<file path="src/rtl/dec_pkg.sv">
// Shared types and helpers for the one-hot decoder with skid buffer.
// Latency: n/a (types, constants and a pure function only).
// Backpressure: n/a.
// Contents: state_e (EMPTY/ONE/TWO), default widths, onehot() decode helper.
package dec_pkg;

  localparam int IN_W_DEF  = 3;
  localparam int CNT_W_DEF = 16;

  // onehot() is written once at the widest supported code width.
  // Callers cast the argument up to this width and the result down to theirs.
  localparam int MAX_IN_W  = 8;
  localparam int MAX_OUT_W = 2 ** MAX_IN_W;

  typedef enum logic [1:0] {
    EMPTY = 2'd0,  // O and S empty
    ONE   = 2'd1,  // O full
    TWO   = 2'd2   // O and S full
  } state_e;

  function automatic logic [MAX_OUT_W-1:0] onehot(input logic [MAX_IN_W-1:0] code);
    logic [MAX_OUT_W-1:0] v;
    v       = '0;
    v[code] = 1'b1;
    return v;
  endfunction

endpackage

</file>
<file path="src/rtl/sat_counter.sv">
// Saturating up-counter: holds at all-ones instead of wrapping.
// Latency: count reflects an increment one clock after inc_i.
// Backpressure: none; inc_i is sampled every cycle.
// Ports: clk, clr_i (sync clear, wins over inc_i), inc_i, cnt_o[W-1:0].
module sat_counter #(
  parameter int W = 16
) (
  input  logic         clk,
  input  logic         clr_i,
  input  logic         inc_i,
  output logic [W-1:0] cnt_o
);

  logic [W-1:0] cnt_q;
  logic [W-1:0] cnt_d;

  always_comb begin
    cnt_d = cnt_q;
    if (clr_i) begin
      cnt_d = '0;
    end else if (inc_i && (cnt_q != {W{1'b1}})) begin
      cnt_d = cnt_q + W'(1);
    end
  end

  always_ff @(posedge clk) begin
    cnt_q <= cnt_d;
  end

  assign cnt_o = cnt_q;

endmodule

</file>
<file path="src/rtl/dec_onehot_skid.sv">
// Registered binary-to-one-hot decoder with a 2-entry skid buffer and delivered-word counter.
// Latency: 1 cycle from input handshake to out_valid; no combinational in_* -> out_* path.
// Backpressure: in_ready is registered and drops only when both O and S are full; full rate with out_ready=1.
// Ports: clk, rst (sync, active high), in_valid/in_code/in_ready, out_valid/out_onehot/out_ready,
//        decode_count (saturating). With DEC_PARITY_CHECK_EN defined: in_par (even parity over
//        in_code) and par_err_count; bad-parity words are consumed but never delivered.
module dec_onehot_skid
  import dec_pkg::*;
#(
  parameter  int IN_W  = IN_W_DEF,
  parameter  int CNT_W = CNT_W_DEF,
  localparam int OUT_W = 2 ** IN_W
) (
  input  logic             clk,
  input  logic             rst,
  input  logic             in_valid,
  input  logic [IN_W-1:0]  in_code,
`ifdef DEC_PARITY_CHECK_EN
  input  logic             in_par,
  output logic [CNT_W-1:0] par_err_count,
`endif
  output logic             in_ready,
  output logic             out_valid,
  output logic [OUT_W-1:0] out_onehot,
  input  logic             out_ready,
  output logic [CNT_W-1:0] decode_count
);

  state_e           state_q, state_d;
  logic [OUT_W-1:0] o_q, o_d;    // output register, drives out_onehot directly
  logic [OUT_W-1:0] s_q, s_d;    // skid register, only meaningful in TWO
  logic             in_ready_q;
  logic             acc_raw;     // any input handshake
  logic             acc;         // input handshake whose word is to be stored
  logic             drn;
  logic [OUT_W-1:0] word;

  assign acc_raw = in_valid && in_ready_q;
  assign drn     = out_valid && out_ready;
  assign word    = OUT_W'(onehot(MAX_IN_W'(in_code)));

`ifdef DEC_PARITY_CHECK_EN
  logic par_bad;
  assign par_bad = ^{in_code, in_par};
  assign acc     = acc_raw && !par_bad;

  sat_counter #(.W(CNT_W)) u_par_cnt (
    .clk   (clk),
    .clr_i (rst),
    .inc_i (acc_raw && par_bad),
    .cnt_o (par_err_count)
  );
`else
  assign acc = acc_raw;
`endif

  always_comb begin
    state_d = state_q;
    o_d     = o_q;
    s_d     = s_q;
    case (state_q)
      EMPTY: begin
        if (acc) begin
          state_d = ONE;
          o_d     = word;
        end
      end
      ONE: begin
        if (acc && drn) begin
          o_d = word;            // replace the departing word in place
        end else if (acc) begin
          state_d = TWO;
          s_d     = word;
        end else if (drn) begin
          state_d = EMPTY;
          o_d     = '0;          // keep out_onehot zero while idle
        end
      end
      TWO: begin
        // in_ready is low here, so only a drain can happen
        if (drn) begin
          state_d = ONE;
          o_d     = s_q;
          s_d     = '0;
        end
      end
      default: begin
        state_d = EMPTY;
        o_d     = '0;
        s_d     = '0;
      end
    endcase
  end

  always_ff @(posedge clk) begin
    if (rst) begin
      state_q    <= EMPTY;
      o_q        <= '0;
      s_q        <= '0;
      in_ready_q <= 1'b1;
    end else begin
      state_q    <= state_d;
      o_q        <= o_d;
      s_q        <= s_d;
      in_ready_q <= (state_d != TWO);
    end
  end

  assign in_ready   = in_ready_q;
  assign out_valid  = (state_q != EMPTY);
  assign out_onehot = o_q;

  sat_counter #(.W(CNT_W)) u_dec_cnt (
    .clk   (clk),
    .clr_i (rst),
    .inc_i (drn),
    .cnt_o (decode_count)
  );

endmodule

</file>
<file path="config.mk">
export PLATFORM = sky130hd
export DESIGN_NAME = dec_onehot_skid
export DESIGN_NICKNAME = d
export VERILOG_FILES = /design/src/rtl/dec_pkg.sv /design/src/rtl/sat_counter.sv /design/src/rtl/dec_onehot_skid.sv
export SDC_FILE = /design/constraint.sdc
export NUM_CORES = 1
export LEC_CHECK = 0
export BUFFER_PORTS_ARGS = -buffer_cell sky130_fd_sc_hd__buf_2
export CAP_MARGIN = 20
export CORE_UTILIZATION = 40
export CTS_CLUSTER_DIAMETER = 30
export DETAILED_ROUTE_END_ITERATION = 7
export SLEW_MARGIN = 10
export SYNTH_ARGS = -nofsm -noshare
export SYNTH_HDL_FRONTEND = slang
export SYNTH_SLANG_ARGS = --single-unit
</file>
<file path="constraint.sdc">
create_clock -name clk -period 2.1 [get_ports clk]
set_input_delay 0.105 -clock clk [delete_from_list [all_inputs] [get_ports clk]]
set_output_delay 0.105 -clock clk [all_outputs]
set_load 0.01 [all_outputs]
</file>
==> metrics <==
most frequent cells after synthesis dfxtp_1 (35), a21oi_1 (20), nand2_1 (16), nand3_1 (11), nor2_1 (10); critical path class register to register; DRT Pass-1 Iters 4; worst slack at placement 0.240 ns; Post-synth EDFFs 0; die area roughly 4700 µm²; layout cells sized above 1 21.3%; Avg Synthesized Cell Area between 8 and 9 µm²; post-CTS sizing 0; Mapped Cells a little over 200; Final #Nets 248; gr ovfl total 0; Worst R2R Setup Slack 0.25 ns; Num CTS Buffers 5; vias in the first global route 1424; FF+latch count, synth 35; diode count 0; first-pass GRT wire length 6.37 mm; status complete, no violations; Synth Net Count 214; # DRC 0; worst hold path type input port to register; most common cell in the synthesized netlist dfxtp_1; Setup TNS Final 0 ns; Total Wirelength 3.95 mm; CTS Sinks 35; register area share after synthesis about two fifths; Ports 33; Worst R2R Path Depth 4; via density per instance 5.63; maximum capacitance violations 0; slowest CP cell nor4_1; static leakage 0.790 nW; WL/cell 13.6 µm; via count 1632; antenna violations before repair 0; Final WS setup 0.246 ns; clk_skew 0.00641 ns; RSZ-0062 raised after global routing false; Worst Max-Slew Pin Slew 0.780 ns; CTS tree built; cells along the critical path nand4_1 > nor4_1 > and4bb_1 > mux2_1; max-slew violations 0; internal power 0.981 mW; Comb power frac 10.4%; Worst Setup End Kind register; Final Hold Violating Endpoints 0; clk slew on worst S/H paths ~0.070 ns; Worst setup SP type register; Worst EP arrival 2.02 ns; Tmin final approximately 1.9 ns; Bufs on Longest Clock Path 2; gpl congestion 0.772; starting density of the core 42.9%; gr usage total a little under a fifth; port bufs 32; Clock power frac 37.7%; CP max stage delay 0.52 ns; die width 68.4 µm; site row count 23; Slew HR about 48%; f_max 0.539 GHz; post-DP HPWL 2.73 mm; number of setup violations in the final report 0; post-synth cell types 45; Core Box Area 4120 µm²; Worst VDD drop 0.000281 V; CP max FO 7; Hold Path Depth 2; root buf cell clkbuf_8; largest net degree at the start of global routing 33; Chip Height 68.4 µm; hold buffers post-CTS 0; number of DRC markers in iteration 0 72; Reg power frac 51.9%; Crit path required time approximately 2.3 ns; post-synth top area cell dfxtp_1; Detail Route Antenna Nets 0; Yosys warnings 0; crit share post-route approximately nine tenths; share of flip-flops with an asynchronous set or reset 0%; share of the synthesized area in the top cell type 39.7%; area delta synth->final 17.7%; worst skew pair latency 0.28 ns; # fillers 410; largest cells by area after synthesis dfxtp_1 (40%), a21oi_1 (5.7%), o2bb2ai_1 (4.0%); postcts setup bufs 0; post-synthesis cell area 1770 µm²; NetSw 0.332 mW; H-tree depth 2; Pwr Density 632 nW/µm²; switching share of power around a quarter; commonest register cell after synthesis dfxtp_1
[state kept, by name (all words and copies together), names as in the netlist]
signal	count
state_q	2
out_onehot	8
u_dec_cnt.cnt_o	16
in_ready	1
s_q	8
[final cells by class]
type	instances	area, µm²	share of cell area (%)
clock buffer	6	82.6	3.97
sequential	35	701	33.7
tap	50	62.6	3.01
timing repair buffer	39	213	10.2
multi-input combinational	155	1000	48.1
clock inverter	1	5.00	0.241
inverter	4	15.0	0.722
[worst paths after layout]
kind                          to          startpoint
max          u_dec_cnt.cnt_o[13]  u_dec_cnt.cnt_o[8]
min                   state_q[1]           out_ready
max reg2reg  u_dec_cnt.cnt_o[13]  u_dec_cnt.cnt_o[8]
min reg2reg               s_q[6]              s_q[6]
[power groups by stage]
stage | registers (mW) | logic (mW) | clock network (mW)
floorplan | 0.699 | 0.0897 | 0
global placement | 0.696 | 0.137 | 0
detailed placement | 0.696 | 0.136 | 0
CTS | 0.681 | 0.137 | 0.514
global route | 0.682 | 0.153 | 0.536
finish | 0.681 | 0.137 | 0.495
[metrics by stage]
step / cell area [µm²] / utilization (%) / std cells / total power, mW / hold WS (ns)
global route: 2080 / 50.5 / 290 / 1.37 / 0.140
detailed placement: 1990 / 48.4 / 283 / 0.832 / 0.437
global placement: 1990 / 48.4 / 283 / 0.833 / 0.436
CTS: 2080 / 50.5 / 290 / 1.33 / 0.127
floorplan: 1770 / - / 206 / 0.789 / 0.287
finish: 2080 / 50.5 / 290 / 1.31 / 0.143
[cell usage in the layout, fill, tap and decap left out, types with 3 or more instances in the layout]
master     count
nand4_1        4
a22o_1         6
a21oi_1       20
nor2_1        10
nor3_1         6
nor2b_1        6
buf_4          7
a21o_1         3
a22oi_1        8
mux2_1         3
dfxtp_1       35
o31ai_1        6
or3_1          5
nand2_1       16
or4_1          7
nand3_1       11
nor3b_1        3
clkbuf_8       6
nor4_1         4
o2bb2ai_1      8
buf_2         32
nand3b_1       4
inv_1          4
[routing by layer]
layer	vias to the layer above	global-route usage, %	wire (µm)
met5	-	0	0
met4	0	7.55	34
met1	750	23.3	1970
met3	4	4.67	121
met2	20	29.7	1820
li1	858	-	-
[critical path: cells and delay by family, from the launching register on]
kind             cells  cell delay, ns
flip-flops           1            0.42
multiplexers         1            0.31
AND/OR/NAND/NOR      3            1.01
[cells by family (layout without fill, tap and decap cells)]
| family | count (synthesis) | in the layout | synth area share, % |
|---|---|---|---|
| AO/OA/AOI/OAI | 62 | 62 | 24.2 |
| adder cells (fa/ha/maj) | 1 | 1 | 0.709 |
| buffers and inverters | 16 | 50 | 3.68 |
| flip-flops | 35 | 35 | 39.7 |
| multiplexers | 4 | 4 | 2.48 |
| AND/OR/NAND/NOR | 88 | 88 | 29.2 |
Power figures use the tool's default switching activity.
